[src/rtl/cache_tag_lookup.sv]
// Direct-mapped tag/valid/data lookup with whole-line refill on miss.
// Ports: CPU req (req_valid/req_addr/req_ready), flush, hit/rdata/rdata_valid,
//        refill (mem_req/mem_addr/mem_ack/mem_rdata), miss_cnt.
module cache_tag_lookup #(
  parameter int ADDR_W   = 32,
  parameter int DATA_W   = 32,
  parameter int INDEX_W  = 4,
  parameter int OFFSET_W = 2
) (
  input  logic              clk,
  input  logic              rst_n,
  input  logic              req_valid,
  input  logic [ADDR_W-1:0] req_addr,
  output logic              req_ready,
  input  logic              flush,
  output logic              hit,
  output logic [DATA_W-1:0] rdata,
  output logic              rdata_valid,
  output logic              mem_req,
  output logic [ADDR_W-1:0] mem_addr,
  input  logic              mem_ack,
  input  logic [DATA_W-1:0] mem_rdata,
  output logic [15:0]       miss_cnt
);

  localparam int TAG_W = ADDR_W - INDEX_W - OFFSET_W - 2;
  localparam int LINES = 1 << INDEX_W;
  localparam int WORDS = 1 << (INDEX_W + OFFSET_W);
  localparam logic [OFFSET_W-1:0] CNT_ONE  = 1;
  localparam logic [OFFSET_W-1:0] CNT_LAST = '1;
  localparam logic [OFFSET_W-1:0] CNT_ZERO = '0;

  typedef enum logic [1:0] {
    IDLE,
    COMPARE,
    REFILL,
    RESP
  } state_t;

  state_t              state;
  logic [TAG_W-1:0]    tag_q;
  logic [INDEX_W-1:0]  idx_q;
  logic [OFFSET_W-1:0] off_q;
  logic [OFFSET_W-1:0] cnt;
  logic [OFFSET_W-1:0] cnt_nxt;
  logic [LINES-1:0]    valid;
  logic [TAG_W-1:0]    tag_arr [LINES];
  logic [DATA_W-1:0]   data_arr [WORDS];
  logic                lookup_hit;
  logic                unused_ok;

  // Word access only: byte-select bits are don't-care.
  assign unused_ok  = ^req_addr[1:0];
  assign req_ready  = (state == IDLE) && !flush;
  assign lookup_hit = valid[idx_q] && (tag_arr[idx_q] == tag_q);
  assign cnt_nxt    = cnt + CNT_ONE;

  // Tag and data storage need no reset: valid gates every use.
  always_ff @(posedge clk) begin
    if (state == COMPARE && !lookup_hit)
      tag_arr[idx_q] <= tag_q;
    if (state == REFILL && mem_ack)
      data_arr[{idx_q, cnt}] <= mem_rdata;
  end

  always_ff @(posedge clk or negedge rst_n) begin
    if (!rst_n) begin
      state       <= IDLE;
      tag_q       <= '0;
      idx_q       <= '0;
      off_q       <= '0;
      cnt         <= '0;
      valid       <= '0;
      hit         <= 1'b0;
      rdata_valid <= 1'b0;
      rdata       <= '0;
      mem_req     <= 1'b0;
      mem_addr    <= '0;
      miss_cnt    <= '0;
    end else begin
      hit         <= 1'b0;
      rdata_valid <= 1'b0;
      unique case (state)
        IDLE: begin
          if (flush) begin
            valid <= '0;
          end else if (req_valid) begin
            tag_q <= req_addr[ADDR_W-1 -: TAG_W];
            idx_q <= req_addr[OFFSET_W+2 +: INDEX_W];
            off_q <= req_addr[2 +: OFFSET_W];
            state <= COMPARE;
          end
        end
        COMPARE: begin
          if (lookup_hit) begin
            hit         <= 1'b1;
            rdata_valid <= 1'b1;
            rdata       <= data_arr[{idx_q, off_q}];
            state       <= RESP;
          end else begin
            if (miss_cnt != 16'hFFFF)
              miss_cnt <= miss_cnt + 16'd1;
            // Line stays invalid until its last word lands.
            valid[idx_q] <= 1'b0;
            cnt          <= '0;
            mem_req      <= 1'b1;
            mem_addr     <= {tag_q, idx_q, CNT_ZERO, 2'b00};
            state        <= REFILL;
          end
        end
        REFILL: begin
          if (mem_ack) begin
            cnt      <= cnt_nxt;
            mem_addr <= {tag_q, idx_q, cnt_nxt, 2'b00};
            if (cnt == CNT_LAST) begin
              valid[idx_q] <= 1'b1;
              mem_req      <= 1'b0;
              state        <= COMPARE;
            end
          end
        end
        RESP: begin
          state <= IDLE;
        end
        default: state <= IDLE;
      endcase
    end
  end

endmodule

[config.mk]
export PLATFORM = sky130hd
export DESIGN_NAME = cache_tag_lookup
export DESIGN_NICKNAME = d
export VERILOG_FILES = /design/src/rtl/cache_tag_lookup.sv
export SDC_FILE = /design/constraint.sdc
export NUM_CORES = 2
export LEC_CHECK = 0
export BUFFER_PORTS_ARGS = -buffer_cell sky130_fd_sc_hd__buf_2
export CAP_MARGIN = 20
export CORE_MARGIN = 2
export CORE_UTILIZATION = 45
export DETAILED_ROUTE_END_ITERATION = 8
export PLACE_DENSITY = 0.64
export SYNTH_ARGS = -nofsm -noshare
export SYNTH_HDL_FRONTEND = slang
export SYNTH_SLANG_ARGS = --single-unit
[constraint.sdc]
create_clock -name clk -period 6.1 [get_ports clk]
set_input_delay 0.61 -clock clk [delete_from_list [all_inputs] [get_ports clk]]
set_output_delay 0.61 -clock clk [all_outputs]
set_load 0.03 [all_outputs]
# After elaboration in Yosys (flattened, before gate mapping)
# Memories as Yosys holds them, arrays and structs flattened. A register that Yosys moved wholly into a read port is not among the register bits.
# Index checks and enable logic that the tools add are counted.
[word_totals] reg_bits=100 ramBits=2432 in_bits=69 output_inout_bits=84 elab_cells=82 memories=2
[op_classes] addsub=2 n_lt_le_gt_ge=2 eq_ne=12 n_mux=31 bitwise_logic=5 n_reduce_logical=18
[memory_table] memory="data_arr" words=64 word_bits=32 rd=1 rd_clocked_by_memory_dff=1 write_ports=1 line_no="48" text="logic [DATA_W-1:0] data_arr [WORDS];"
[memory_table] memory="tag_arr" words=16 word_bits=24 rd=1 rd_clocked_by_memory_dff=0 write_ports=1 line_no="47" text="logic [TAG_W-1:0] tag_arr [LINES];"
[ops] operator="$mux 16" count=4
[ops] operator="$mux 32" count=2
[ops] operator="$pmux 32 s2" count=1
[ops] operator="$pmux 16 s3" count=1
[ops] operator="$eq 24x24->1" count=1
[ops] operator="$add 16x1->16 const B" count=1
[ops] operator="$and 16x16->16" count=1
[ops] operator="$ne 16x16->1 const B" count=1
[ops] operator="$not 16->16" count=1
[ops] operator="$or 16x16->16" count=1
[ops] operator="$mux 1" count=12
[ops] operator="$mux 2" count=6
[ops] operator="$ne 2x2->1 const B" count=5
[ops] operator="$reduce_and 3->1" count=3
[ops] operator="$pmux 2 s4" count=1
[ops] operator="$reduce_and 4->1" count=2
[ops] operator="$eq 2x2->1 const B" count=3
[ops] operator="$logic_and 1x1->1" count=5
[ops] operator="$lt 4x5->1 const B" count=1
[ops] operator="$reduce_and 5->1" count=1
[ops] operator="$bmux 1 s4" count=1
[ops] operator="$demux 1 s4" count=1
[ops] operator="$ge 4x1->1 const B" count=1
[ops] operator="$pmux 2 s2" count=1
[ops] operator="other kinds (10)" count=13

# Logic depth before layout (Yosys ltp)
[logic_depth] ltp_word=8 mapped_depth=16 depth_no_buf=9

# Least setup slack after synthesis
# OpenSTA, ideal clock, no wires.
[synth_timing] path_kind="reg-to-reg" start="register idx_q[1]" end="memory tag_arr[10][0] (netlist name), enable pin" setup_time_ns=0.435 arrival_time_ns=4.533 t_required_ns=5.665 setup_slack_ns=1.132 stages_incl_launch_ff=13 path_buffers=10 period_less_slack_ns=4.968 path_cell_list="dfrtp_1 buf_2 buf_2 buf_4 buf_2 buf_2 buf_2 buf_2 buf_4 buf_2 nand2_1 clkbuf_1 nor3_1"
[synth_between] elab_chain_len=7 elab_cells_between_ends=9 classes_between="eq/ne: 1; mux: 4; reduce/logical: 3; memory: 1"
[synth_lines] item="start: declaration" line_no="42" text="logic [INDEX_W-1:0] idx_q;"
[synth_lines] item="start signal: assignment" line_no="89" text="idx_q <= req_addr[OFFSET_W+2 +: INDEX_W];"
[synth_lines] item="$mem_v2 16x24 / $bmux 1 s4 (equally long branches)"
[synth_lines] item="$eq 24x24->1 / $mux 1 (equally long branches)" line_no="55" text="assign lookup_hit = valid[idx_q] && (tag_arr[idx_q] == tag_q);"
[synth_lines] item="$logic_and 1x1->1" line_no="55"
[synth_lines] item="$logic_not 1->1" line_no="60" text="if (state == COMPARE && !lookup_hit)"
[synth_lines] item="$logic_and 1x1->1" line_no="60"
[synth_lines] item="$mux 1" line_no="60"
[synth_lines] item="$mux 1 (implied by the code)" line_no="61" text="tag_arr[idx_q] <= tag_q;"
[synth_lines] item="end: declaration" line_no="47"
# Parallel ways exist; a longest one is shown, timed or not. The select of a mux whose other input is x is not followed.

# Worst setup path in the final report
[layout_timing] start="register idx_q[1]" end="register mem_addr[7]"
[layout_between] elab_chain_len=5 elab_cells_between_ends=7 classes_between="eq/ne: 2; mux: 2; reduce/logical: 2; memory: 1"
[layout_lines] item="$mem_v2 16x24 / $bmux 1 s4 (equally long branches)"
[layout_lines] item="$eq 24x24->1 / $mux 1 (equally long branches)" line_no="55"
[layout_lines] item="$logic_and 1x1->1 (*)" line_no="55"
[layout_lines] item="$ne 2x2->1 (no line) (*)"
[layout_lines] item="$reduce_and 3->1 (no line) (*)"
[layout_lines] item="end signal: assignment" line_no="107" text="mem_addr <= {tag_q, idx_q, CNT_ZERO, 2'b00};"
[layout_lines] item="end signal: assignment" line_no="114" text="mem_addr <= {tag_q, idx_q, cnt_nxt, 2'b00};"
[layout_lines] item="end: declaration" line_no="20" text="output logic [ADDR_W-1:0] mem_addr,"
# Mark *: on every way between the ends. The rest lies on a longest branch, timed or not. The select of a mux whose other input is x is not followed.
# A chain may end at the register's enable or synchronous reset.

==> flow_summary_export.csv <==
group,metric,value,unit
yosys,synthMuxAreaShare,18.2,%
timing,post-route-period-util,77.5,%
timing,max_slew.worst_pin.slew,1180,ps
timing,rsz0062_at_grt,"false",
timing,fmax,212,MHz
power,leakage,36.5,nW
yosys,ys_seq_area_share,77.1,%
critical_path,arrival,5460,ps
yosys,postSynthCellCount,4309,
die,fp.dieW,473,um
critical_path,required,6840,ps
yosys,synth-compound-area-share,1.65,%
cts,cts_resized,0,
timing,worst_slack,1370,ps
critical_path,cp_max_fo,36,
global_route,grt_pass1_wl,360,mm
yosys,synth-async-reset-ratio,5.00,%
run_status,outcome,"complete, no violations",
yosys,synth.top_cells.by_area,"edfxtp_1 (74%), mux4_2 (16%), dfrtp_1 (3.2%)",
yosys,synth_warnings,0,
yosys,ys_types,74,
global_route,grt.total_usage,22.7,%
worst_hold_path,hp-class,"in2reg",
final_layout,area_growth,15.1,%
routing,wire_per_inst,32.4,um
routing,drt-total-wl,254,mm
timing,slew_headroom,21.1,%
cts,cts_tree,"built",
global_route,grt_max_degree,74,
cts,clk_pin_slew,60,ps
routing,final_antenna_net_count,0,
yosys,yosys.area_share.simple,1.42,%
final_layout,final_common_cell,"edfxtp_1",
yosys,synth_top_family_by_area,"multiplexers",
yosys,synth_top_area_share,73.8,%
timing,fin_setup_tns,0,ps
timing,skew,93.0,ps
final_layout,drive_gt1_share,32.3,%
placed_design,place_ws,1340,ps
yosys,synth-edff-count,2432,
cts,cts.sinks,2560,
placed_design,hpwlAfterDp,140,mm
timing,fin_crit,4730,ps
yosys,syn_avg_cell_area,23.0,um^2
final_layout,final_cell_mix,"edfxtp_1 (2432), mux4_2 (684), clkbuf_16 (294)",
global_route,overflow,0,
power,peakVddDrop,342,uV
routing,first_pass_iters,6,
die,core_region_area,219000,um^2
placed_design,portBuffers,148,
critical_path,critPathKind,"reg2reg",
die,die_h,473,um
yosys,synth_seq_cells,2560,
job,drv_cap,0,
power,p_per_area,449,nW/um^2
cts,clockRootBuffer,"clkbuf_16",
final_layout,fin_nets,4827,
die,io_pins,153,
die,rows,172,
power,p_total,51.1,mW
critical_path,startpoint_type,"register",
global_route,first_global_vias,48200,
routing,via_per_inst,6.12,
yosys,synthAdderAreaFrac,0.0886,%
critical_path,cp-end-kind,"register",
cts,clk_path_buf_depth,4,
routing,drtIter0Drc,5985,
final_layout,final_util,52.0,%
routing,drc,0,
cts,worstSkewPairLatency,940,ps
placed_design,place.gp.congestion,0.780,
yosys,synth_top_flop_cell,"edfxtp_1",
yosys,synth_xor_area_share,0.310,%
cts,htree_num_levels,5,
timing,report.final.slew_viol_count,0,
timing,finalSetupViolations,0,
routing,via_count,47900,
die,die_area,224000,um^2
yosys,yosys.area.top_type,"edfxtp_1",
yosys,syn_area,98900,um^2
cts,cts_buffers,284,
timing,finalHoldViolations,0,
die,initial_core_util,45.1,%
global_route,antenna_found_initial,19,
[final cells by class]
type,instances,area (um^2)
fill,16700,105000
clock inverter,117,816
tap,2871,3590
clock buffer,366,7670
multi-input combinational,1496,22100
timing repair buffer,394,3370
sequential,2560,76300
inverter,15,56.3
antenna,4,10.0
[metrics by stage]
step                      instances  instance area, um^2  hold WS, ps
after global routing           7821               114000         1.92
after CTS                      7797               113000          194
final                          7823               114000         17.4
after floorplan                4310                98900          314
after detailed placement       7283               105000          478
after global placement         7282               105000          469
[logic make-up after synthesis]
| logic type | after synthesis |
|---|---|
| DFF | 2560 |
| xor gates and xnor gates | 35 |
| other | 1 |
| adders and majority gates | 7 |
| AOI/OAI and AO/OA | 231 |
| and+or+nand+nor | 290 |
| buffers and inverters | 254 |
| muxes | 931 |
[repair_timing]
item | CTS | global route
endpoints found under the hold margin | 83 | 16
buffers inserted | 0 | 0
hold buffers | 31 | 4
[routing by layer]
metal	routed length (um)	vias up	global-route usage, %
li1	-	19200	-
met1	102000	26100	31.9
met2	124000	2150	36.5
met3	20600	439	3.95
met4	7030	4	6.80
met5	26	-	0
[synthesized netlist by cell type (all sizes together), types with 8 or more instances]
library cell and count:
clkbuf 112, mux2i 145, a22o 19, and3 16, nor3 14, inv 15, xnor2 15, o21ai 52
xor2 20, a21oi 37, mux2 102, dfrtp 128, a221oi 13, edfxtp 2432, nand2 59, o31ai 8
a22oi 34, mux4 684, buf 127, nor2b 14, nand3 25, nor2 112, o41ai 13, nor4 9
nand2b 9
[power breakdown]
part / internal (mW) / switching [mW]
sequential: 20.2 / 1.00
clock: 9.28 / 6.58
combinational: 6.50 / 7.53
total: 36.0 / 15.1
[worst max-delay path, cell delays in order, from the launching register on]
cell and delay [ps]:
dfrtp_4 840, buf_4 380, nor2b_1 880, a22oi_1 260, nand3_1 160, xor2_1 300, nor2_1 80, nor4bb_1 160
nor4b_4 190, nor2_4 520, buf_4 380, mux2_2 370
[final timing paths]
check	start	endpoint	slack (ps)	cells after the start
max in group asynchronous	rst_n	idx_q[1]	4490	3
worst min-delay path	mem_rdata[20]	data_arr[33][20]	20	1
min in group asynchronous	rst_n	mem_addr[20]	260	2
worst max register to register	idx_q[1]	mem_addr[7]	1370	11
worst min register to register	miss_cnt[4]	miss_cnt[4]	480	1
worst max-delay path	idx_q[1]	mem_addr[7]	1370	11
[sequential cells by signal (all words and copies together), names as in the netlist]
| name | cells |
|---|---|
| cnt | 1 |
| data_arr | 2048 |
| idx_q | 4 |
| mem_addr | 29 |
| mem_req | 1 |
| miss_cnt | 16 |
| off_q | 2 |
| rdata | 32 |
| rdata_valid | 1 |
| state | 2 |
| tag_arr | 384 |
| tag_q | 24 |
| valid | 16 |
Note: power is estimated with default switching activity, not from simulation.
